File: config.mk
export PLATFORM = sky130hd
export DESIGN_NAME = strobe_period_monitor
export DESIGN_NICKNAME = d
export VERILOG_FILES = /design/src/rtl/strobe_mon_pkg.sv /design/src/rtl/strobe_edge_detect.sv /design/src/rtl/strobe_period_monitor.sv
export SDC_FILE = /design/constraint.sdc
export NUM_CORES = 1
export LEC_CHECK = 0
export BUFFER_PORTS_ARGS = -buffer_cell sky130_fd_sc_hd__buf_4
export CAP_MARGIN = 20
export CORE_UTILIZATION = 53
export DETAILED_ROUTE_END_ITERATION = 10
export GPL_ROUTABILITY_DRIVEN = 0
export PLACE_DENSITY_LB_ADDON = 0.2
export SKIP_CTS_REPAIR_TIMING = 1
export SLEW_MARGIN = 30
export SYNTH_ARGS = -nofsm -noshare
export SYNTH_HDL_FRONTEND = slang
export SYNTH_HIERARCHICAL = 1
export SYNTH_SLANG_ARGS = --single-unit
File: constraint.sdc
create_clock -name CLK -period 3.25 [get_ports CLK]
set_clock_uncertainty 0.15 [all_clocks]
set_input_delay 0.325 -clock CLK [delete_from_list [all_inputs] [get_ports CLK]]
set_output_delay 0.325 -clock CLK [all_outputs]
set_load 0.1 [all_outputs]
File: src/rtl/strobe_mon_pkg.sv
// Shared types and constants for the strobe period monitor.
// State encoding, error counter width, default parameters and the
// saturating increment used by the mismatch counter.
package strobe_mon_pkg;

  typedef enum logic [1:0] {
    SEARCH  = 2'd0,
    MEASURE = 2'd1,
    LOCKED  = 2'd2
  } mon_state_e;

  localparam int ERR_W          = 8;

  localparam int DEF_WIDTH      = 14;
  localparam int DEF_EXPECTED   = 10000;
  localparam int DEF_TOLERANCE  = 0;
  localparam int DEF_LOCK_COUNT = 4;
  localparam int DEF_TIMEOUT    = 16000;

  // Increment that sticks at all-ones instead of wrapping.
  function automatic logic [ERR_W-1:0] sat_inc(input logic [ERR_W-1:0] v);
    if (v == {ERR_W{1'b1}}) begin
      sat_inc = v;
    end else begin
      sat_inc = v + ERR_W'(1);
    end
  endfunction

endpackage

File: src/rtl/strobe_edge_detect.sv
// Rising-edge detector for the monitored strobe.
// Optional build macro: STROBE_MONITOR_SYNC_EN -- when defined, STROBE first
// passes through a two-flop synchronizer so it may be asynchronous to CLK;
// this adds two cycles of latency but leaves edge spacing unchanged.
module strobe_edge_detect
  import strobe_mon_pkg::*;
(
  input  logic CLK,
  input  logic RESET,
  input  logic STROBE,
  output logic EDGE
);

  logic strobe_s;
  logic strobe_q;

`ifdef STROBE_MONITOR_SYNC_EN
  logic sync1_q;
  logic sync2_q;

  // Two-flop synchronizer bringing STROBE into the CLK domain.
  always_ff @(posedge CLK) begin
    if (RESET) begin
      sync1_q <= 1'b0;
      sync2_q <= 1'b0;
    end else begin
      sync1_q <= STROBE;
      sync2_q <= sync1_q;
    end
  end

  assign strobe_s = sync2_q;
`else
  assign strobe_s = STROBE;
`endif

  // Previous strobe level, so a held-high strobe yields only one edge.
  always_ff @(posedge CLK) begin
    if (RESET) begin
      strobe_q <= 1'b0;
    end else begin
      strobe_q <= strobe_s;
    end
  end

  assign EDGE = strobe_s & ~strobe_q;

endmodule

File: src/rtl/strobe_period_monitor.sv
// Strobe period monitor: measures edge-to-edge spacing of STROBE, compares it
// with EXPECTED +/- TOLERANCE, tracks lock, counts mismatches and flags loss
// of strobe. Optional build macro STROBE_MONITOR_SYNC_EN (see
// strobe_edge_detect) adds an input synchronizer.
module strobe_period_monitor
  import strobe_mon_pkg::*;
#(
  parameter int WIDTH      = DEF_WIDTH,
  parameter int EXPECTED   = DEF_EXPECTED,
  parameter int TOLERANCE  = DEF_TOLERANCE,
  parameter int LOCK_COUNT = DEF_LOCK_COUNT,
  parameter int TIMEOUT    = DEF_TIMEOUT
) (
  input  logic             CLK,
  input  logic             RESET,
  input  logic             STROBE,
  output logic [WIDTH-1:0] PERIOD,
  output logic             PERIOD_VALID,
  output logic             MATCH,
  output logic             LOCKED,
  output logic [ERR_W-1:0] ERR_COUNT,
  output logic             TIMEOUT_P
);

  localparam int                WP1     = WIDTH + 1;
  localparam logic [WIDTH:0]    EXP_C   = WP1'(EXPECTED);
  localparam logic [WIDTH:0]    TOL_C   = WP1'(TOLERANCE);
  localparam logic [WIDTH-1:0]  TO_LAST = WIDTH'(TIMEOUT - 1);
  localparam logic [3:0]        LOCK_C  = 4'(LOCK_COUNT);

  logic             edge_s;
  logic [WIDTH:0]   meas_s;
  logic [WIDTH:0]   diff_s;
  logic             match_s;

  mon_state_e       state_q,     state_d;
  logic [WIDTH-1:0] cnt_q,       cnt_d;
  logic [3:0]       match_cnt_q, match_cnt_d;
  logic [WIDTH-1:0] period_q,    period_d;
  logic             pvalid_q,    pvalid_d;
  logic             match_q,     match_d;
  logic             locked_q,    locked_d;
  logic [ERR_W-1:0] err_q,       err_d;
  logic             tmo_q,       tmo_d;

  strobe_edge_detect u_edge (
    .CLK    (CLK),
    .RESET  (RESET),
    .STROBE (STROBE),
    .EDGE   (edge_s)
  );

  // The period ending on this cycle's edge is cnt+1; widen by one bit so the
  // absolute difference never overflows.
  assign meas_s = {1'b0, cnt_q} + WP1'(1);

  // Absolute distance between the measured and nominal period.
  always_comb begin
    diff_s = '0;
    if (meas_s >= EXP_C) begin
      diff_s = meas_s - EXP_C;
    end else begin
      diff_s = EXP_C - meas_s;
    end
  end

  assign match_s = (diff_s <= TOL_C);

  // Next-state and output logic: edge measurement, lock tracking, timeout.
  always_comb begin
    state_d     = state_q;
    cnt_d       = cnt_q + WIDTH'(1);
    match_cnt_d = match_cnt_q;
    period_d    = period_q;
    pvalid_d    = 1'b0;
    match_d     = match_q;
    locked_d    = locked_q;
    err_d       = err_q;
    tmo_d       = 1'b0;
    case (state_q)
      strobe_mon_pkg::SEARCH: begin
        // Counter parked at zero until the first edge starts a measurement.
        cnt_d       = '0;
        locked_d    = 1'b0;
        match_cnt_d = '0;
        if (edge_s) begin
          state_d = strobe_mon_pkg::MEASURE;
        end else begin
          state_d = strobe_mon_pkg::SEARCH;
        end
      end
      strobe_mon_pkg::MEASURE, strobe_mon_pkg::LOCKED: begin
        if (edge_s) begin
          // An edge always wins over a coincident timeout.
          cnt_d    = '0;
          period_d = meas_s[WIDTH-1:0];
          pvalid_d = 1'b1;
          match_d  = match_s;
          if (match_s) begin
            if (state_q == strobe_mon_pkg::LOCKED) begin
              state_d  = strobe_mon_pkg::LOCKED;
              locked_d = 1'b1;
            end else if ((match_cnt_q + 4'd1) >= LOCK_C) begin
              state_d     = strobe_mon_pkg::LOCKED;
              locked_d    = 1'b1;
              match_cnt_d = LOCK_C;
            end else begin
              state_d     = strobe_mon_pkg::MEASURE;
              match_cnt_d = match_cnt_q + 4'd1;
            end
          end else begin
            state_d     = strobe_mon_pkg::MEASURE;
            locked_d    = 1'b0;
            match_cnt_d = '0;
            err_d       = sat_inc(err_q);
          end
        end else if (cnt_q == TO_LAST) begin
          // Strobe lost: drop lock and hunt for a fresh first edge.
          state_d     = strobe_mon_pkg::SEARCH;
          cnt_d       = '0;
          tmo_d       = 1'b1;
          locked_d    = 1'b0;
          match_cnt_d = '0;
        end else begin
          state_d = state_q;
        end
      end
      default: begin
        state_d     = strobe_mon_pkg::SEARCH;
        cnt_d       = '0;
        locked_d    = 1'b0;
        match_cnt_d = '0;
      end
    endcase
  end

  // State, counters and registered outputs.
  always_ff @(posedge CLK) begin
    if (RESET) begin
      state_q     <= strobe_mon_pkg::SEARCH;
      cnt_q       <= '0;
      match_cnt_q <= '0;
      period_q    <= '0;
      pvalid_q    <= 1'b0;
      match_q     <= 1'b0;
      locked_q    <= 1'b0;
      err_q       <= '0;
      tmo_q       <= 1'b0;
    end else begin
      state_q     <= state_d;
      cnt_q       <= cnt_d;
      match_cnt_q <= match_cnt_d;
      period_q    <= period_d;
      pvalid_q    <= pvalid_d;
      match_q     <= match_d;
      locked_q    <= locked_d;
      err_q       <= err_d;
      tmo_q       <= tmo_d;
    end
  end

  assign PERIOD       = period_q;
  assign PERIOD_VALID = pvalid_q;
  assign MATCH        = match_q;
  assign LOCKED       = locked_q;
  assign ERR_COUNT    = err_q;
  assign TIMEOUT_P    = tmo_q;

endmodule

* Word level (Yosys, flattened, before mapping)
Cells that the tools add are included.
** Storage, ports and cells
- Memories :: 0
- Input bits :: 3
- Bits in registers :: 47
- Output and inout port bits :: 26
- Logic and storage cells :: 61
- Memory bits (read-only) :: 0
- Latch bits :: 0
- Bits in writable memories :: 0
** Operators by class
- Div/mod/pow operators :: 0
- Bitwise gates (word level) :: 5
- Order comparisons :: 3
- $mul :: 0
- Shift operators :: 0
- Reduce and logical (&&, ||, !) cells :: 10
- Equality and inequality tests :: 7
- Add/subtract/negate cells :: 6
- Mux-type cells :: 20
** Operator list (number)
- $mux 4 :: 5
- $add 14x1->15 const B :: 1
- $ge 15x14->1 const B :: 1
- $le 15x1->1 const B :: 1
- $mux 15 :: 1
- $sub 14x15->15 const A :: 1
- $sub 15x14->15 const B :: 1
- $add 14x1->14 const B :: 1
- $eq 14x14->1 const B :: 1
- $mux 2 :: 5
- $add 8x1->8 const B :: 1
- $eq 8x8->1 const B :: 1
- $mux 1 :: 8
- $ne 3x3->1 const B :: 2
- $reduce_and 2->1 :: 3
- $add 4x1->4 const B :: 1
- $ge 4x3->1 const B :: 1
- $ne 4x2->1 const B :: 1
- $not 1->1 :: 4
- $pmux 2 s2 :: 1
- $reduce_and 4->1 :: 1
- $reduce_or 2->1 :: 2
- $reduce_or 4->1 :: 1
- $reduce_or 3->1 :: 1
- other kinds (5) :: 5

* Logic depth before layout (Yosys ltp)
- Word-level depth :: 7
- Mapped depth :: 13
- Depth with buffers taken out :: 10

* Modules after synthesis
Netlist, hierarchy kept.
** By module, submodules not included
- strobe_period_monitor :: seq. area each 920.9 µm², area each 2788.9 µm², instances 1, cells each 336
- strobe_edge_detect :: seq. area each 20.0 µm², area each 47.5 µm², instances 1, cells each 3

* Worst setup path before layout
No wires, ideal clock.
- Path kind :: register -> register
- Start :: reg cnt_q[1]
- End :: reg err_q[0], in the netlist ERR_COUNT[0]
- Path buffers :: 2
- Path slack :: -0.062 ns
- Required time :: 3.030 ns
- Stages on the path, launching flop included :: 13
- Setup time :: 0.070 ns
- Data arrival time :: 3.092 ns
- Period minus slack after synthesis :: 3.312 ns
- Path through :: dfxtp_1 -> ha_1 -> or4b_1 -> a21o_1 -> o221ai_1 -> mux2_2 -> a2111oi_2 -> o2111ai_1 -> a22oi_2 -> buf_6 -> buf_8 -> o21ai_0 -> a21oi_1
** On the way
- Cells in the longest elaborated chain, start to end :: 6
- Elaborated cells between the ends (all ways) :: 8
- Classes of those cells :: 3 x add/sub; 2 x order compare; 1 x mux; 1 x bitwise; 1 x reduce/logical
** Ends and longest elaborated chain
- from (decl) :: line strobe_period_monitor.sv:37 : logic [WIDTH-1:0] cnt_q, cnt_d;
- from (signal assigned) :: line strobe_period_monitor.sv:151 : cnt_q <= cnt_d;
- $add 14x1->15 (*) :: line strobe_period_monitor.sv:55 : assign meas_s = {1'b0, cnt_q} + WP1'(1);
- named net meas_s[1] :: line strobe_period_monitor.sv:32 : logic [WIDTH:0] meas_s;
- $sub 14x15->15, or another cell as far along :: line strobe_period_monitor.sv:63 : diff_s = EXP_C - meas_s;
- $mux 15 (*) :: line strobe_period_monitor.sv:60 : if (meas_s >= EXP_C) begin
- $le 15x1->1 (*) :: line strobe_period_monitor.sv:67 : assign match_s = (diff_s <= TOL_C);
- $not 1->1 (no line) (*)
- $reduce_and 4->1 (no line) (*)
- to (signal assigned) :: line strobe_period_monitor.sv:157 : err_q <= err_d;
- to (decl) :: line strobe_period_monitor.sv:43 : logic [ERR_W-1:0] err_q, err_d;
The timed path passes the listed nets; every way through them passes the cells marked *.
A chain may end at the register's enable or synchronous reset.

* Worst setup path in the final report
- Start :: reg cnt_q[1]
- End :: reg err_q[2], in the netlist ERR_COUNT[2]
** On the way
- Cells in the longest elaborated chain, start to end :: 6
- Elaborated cells between the ends (all ways) :: 8
- Classes of those cells :: 3 x add/sub; 2 x order compare; 1 x mux; 1 x bitwise; 1 x reduce/logical
** Ends and longest elaborated chain (line)
- $add 14x1->15 (*) :: strobe_period_monitor.sv:55
- $sub 14x15->15, or another cell as far along :: strobe_period_monitor.sv:63
- $mux 15 (*) :: strobe_period_monitor.sv:60
- $le 15x1->1 (*) :: strobe_period_monitor.sv:67
- $not 1->1 (no line) (*)
- $reduce_and 4->1 (no line) (*)
Every way passes the cells marked *; elsewhere a longest branch is shown, timed or not.

==> flow_metrics.env <==
export IMPL_start_kind="flop"
export IMPL_min_path_type="in2reg"
export IMPL_placed_area_mm2=0.00324
export IMPL_cts_root_buf="clkbuf_8"
export IMPL_final_nets=400
export IMPL_coreArea_mm2=0.00514
export IMPL_place_hpwl_mm=4.96
export IMPL_ys_seq_area_share_pct=33.2
export IMPL_synth_most_common_cell="dfxtp_1"
export IMPL_slew_headroom_pct=64.6
export IMPL_drive_above_1_share_pct=31.1
export IMPL_antenna_found_initial=0
export IMPL_synth_area_leaders="dfxtp_1 (33%), nor2_1 (4.9%), a211oi_1 (3.4%), a21oi_1 (3.2%), nand2_1 (3.0%)"
export IMPL_clkLatencyLatePin_ns=0.29
export IMPL_clkSinkCount=47
export IMPL_fin_util_pct=70.4
export IMPL_cts_max_path_buffers=2
export IMPL_syn_area_mm2=0.00284
export IMPL_wire_per_inst_um=16.1
export IMPL_final_area_mm2=0.00362
export IMPL_leakage_nw=1.34
export IMPL_synth_edf_count=0
export IMPL_fin_crit_ns=3.17
export IMPL_path_max_fanout=6
export IMPL_mappedNetlistNets=348
export IMPL_seq_area_um2=952
export IMPL_grt_pass1_wl_mm=10.8
export IMPL_met2_usage_pct=40.3
export IMPL_ys_seq_elements=47
export IMPL_synth_cells=339
export IMPL_grt_ovfl_total=0
export IMPL_vdd_ir_drop_max_v=0.000280
export IMPL_critical_path_required_ns=3.33
export IMPL_port_buffers=28
export IMPL_grt_busiest_layer="met2"
export IMPL_die_area_mm2=0.00565
export IMPL_ys_flop_type="dfxtp_1"
export IMPL_nFillCells=417
export IMPL_hold_viol=0
export IMPL_std_cell_rows=26
export IMPL_period_share_pct=97.5
export IMPL_cp_end_kind="flop"
export IMPL_clk_pin_slew_worst_paths_ns=0.09
export IMPL_powerDensity_mw_per_mm2=297
export IMPL_diodes=0
export IMPL_cpPeakStageDelay_ns=0.46
export IMPL_first_global_vias=2422
export IMPL_worst_pin_slew_ns=0.530
export IMPL_area_growth_pct=27.7
export IMPL_yosysTopAreaCell="dfxtp_1"
export IMPL_status="finished clean"
export IMPL_io_pins=29
export IMPL_avgSynthCellArea_um2=8.37
export IMPL_total_power_mw=1.08
export IMPL_cp_data_arrival_time_ns=3.25
export IMPL_place_worst_setup_slack_ns=-0.0182
export IMPL_numCtsBuffers=5
export IMPL_grtUsageMet1_pct=32.1
export IMPL_initial_utilization_pct=55.2
export IMPL_routed_wl_mm=7.45
export IMPL_htreeDepth=2
export IMPL_num_vias=2895
export IMPL_setup_viol=0
export IMPL_yosys_top_cells_count="dfxtp_1 (47), nor2_1 (37), nand2_1 (23), a21oi_1 (18), nand3_1 (17)"
export IMPL_ys_warn_count=6
export IMPL_critPathSlowestCell="or4_1"
export IMPL_drt_iter0_drc=191
export IMPL_grt_use_total_pct=24.7
export IMPL_critPathKind="reg2reg"
export IMPL_yosys_area_top_type_share_pct=33.2
export IMPL_cap_violations=0
export IMPL_crit_family="compound AO/OA/AOI/OAI gates"
export IMPL_firstDrtPassIters=4
export IMPL_grt_max_degree=29
export IMPL_detail_route_antenna_nets=0
export IMPL_timing_critical_path_buf_inv=3
export IMPL_die_y_um=75.2
export IMPL_drv_slew=0
export IMPL_timing_fmax_mhz=315
export IMPL_postLayoutSetupSlackWorst_ns=0.0804
export IMPL_via_per_inst=6.27
export IMPL_grt_use_met3_pct=4.55
export IMPL_cts_tree="done"
export IMPL_multi_input_area_mm2=0.00192
export IMPL_synth_async_reset_ratio_pct=0
export IMPL_die_w_um=75.2
export IMPL_ys_types=71
export IMPL_worstPathCellList="ha_4 > buf_6 > xnor2_1 > nand2_1 > a2111oi_4 > o21ai_4 > and3_4 > o21ai_2 > a22oi_2 > buf_4 > clkbuf_16 > or4_1 > a21oi_1"
export IMPL_drc_errors=0
[where the power goes]
| part | leakage (nW) | internal (mW) | total, mW | switching, mW |
|---|---|---|---|---|
| clock | 0.0412 | 0.150 | 0.338 | 0.188 |
| combinational | 0.913 | 0.0332 | 0.143 | 0.110 |
| sequential | 0.384 | 0.586 | 0.594 | 0.00787 |
[placed cells by master, fill, tap and decap left out, types with 3 or more instances in the layout]
| master | n |
|---|---|
| a211o_1 | 5 |
| and3_1 | 5 |
| xnor2_2 | 3 |
| a21o_1 | 3 |
| o31a_1 | 3 |
| dfxtp_1 | 40 |
| or4_1 | 7 |
| or3_1 | 3 |
| and2_1 | 5 |
| nand3_1 | 16 |
| buf_6 | 4 |
| o31ai_1 | 7 |
| o21ai_0 | 5 |
| ha_1 | 5 |
| dfxtp_2 | 6 |
| buf_4 | 61 |
| nand4_1 | 7 |
| xor2_1 | 3 |
| a211oi_1 | 13 |
| nand2_1 | 23 |
| nor2_1 | 37 |
| xnor2_1 | 4 |
| inv_1 | 7 |
| a21oi_1 | 17 |
| clkbuf_8 | 5 |
| nor4_1 | 4 |
| a31oi_1 | 4 |
| nor3_1 | 7 |
[path summary, 6_finish.rpt]
| kind | start | endpoint | slack, ns | cells past startpoint |
|---|---|---|---|---|
| worst max-delay path | cnt_q[1]$_SDFF_PP0_ | ERR_COUNT[2]$_SDFFE_PP0P_ | 0.08 | 13 |
| worst min-delay path | STROBE | u_edge/strobe_q$_SDFF_PP0_ | 0.11 | 2 |
| worst max register to register | cnt_q[1]$_SDFF_PP0_ | ERR_COUNT[2]$_SDFFE_PP0P_ | 0.08 | 13 |
| worst min register to register | MATCH$_SDFFE_PP0P_ | MATCH$_SDFFE_PP0P_ | 0.31 | 2 |
[flip-flops by register name, indices dropped and copies added, names as in the netlist]
| register | count |
|---|---|
| match_cnt_q | 4 |
| state_q | 2 |
| LOCKED | 1 |
| u_edge/strobe_q | 1 |
| PERIOD_VALID | 1 |
| MATCH | 1 |
| cnt_q | 14 |
| PERIOD | 14 |
| ERR_COUNT | 8 |
| TIMEOUT_P | 1 |
[worst reg2reg max path, delay by kind of cell, from the launching register on]
kind / cells / cell delay (ns)
buffers and inverters: 3 / 0.45
AOI/OAI and AO/OA: 5 / 0.95
and+or+nand+nor: 3 / 0.80
xor gates and xnor gates: 1 / 0.23
adders and majority gates: 1 / 0.19
DFF: 1 / 0.34
[through the flow]
stage	TNS [ns]	instances	hold WS (ns)
floorplan	0	339	0.239
global placement	0	446	0.293
detailed placement	-0.0203	446	0.303
CTS	-0.0461	454	0.107
global route	-0.0969	462	0.101
finish	0	462	0.106
[layer usage]
| metal | wire length [µm] | vias to the layer above | part of all wire (%) |
|---|---|---|---|
| li1 | - | 1383 | - |
| met5 | 0 | - | 0 |
| met3 | 389 | 34 | 5.2 |
| met1 | 3300 | 1354 | 44 |
| met2 | 3490 | 124 | 47 |
| met4 | 266 | 0 | 3.6 |
[logic make-up after synthesis]
logic type | after synthesis | share of synthesized area, %
compound gates | 90 | 23.4
xor+xnor | 11 | 3.40
fa+ha+maj | 6 | 2.65
buf+inv | 30 | 6.00
flops | 47 | 33.2
mux | 3 | 1.10
simple gates | 152 | 30.3
[area by class of cell]
class                   instances  area share [%]
inverters                       7           0.726
well taps                      70            2.42
clock inverters                 2           0.346
repair buffers                 67            15.1
multi-input cells             263            53.1
clock buffers                   6            2.00
flip-flops and latches         47            26.3
Power figures use the tool's default switching activity.
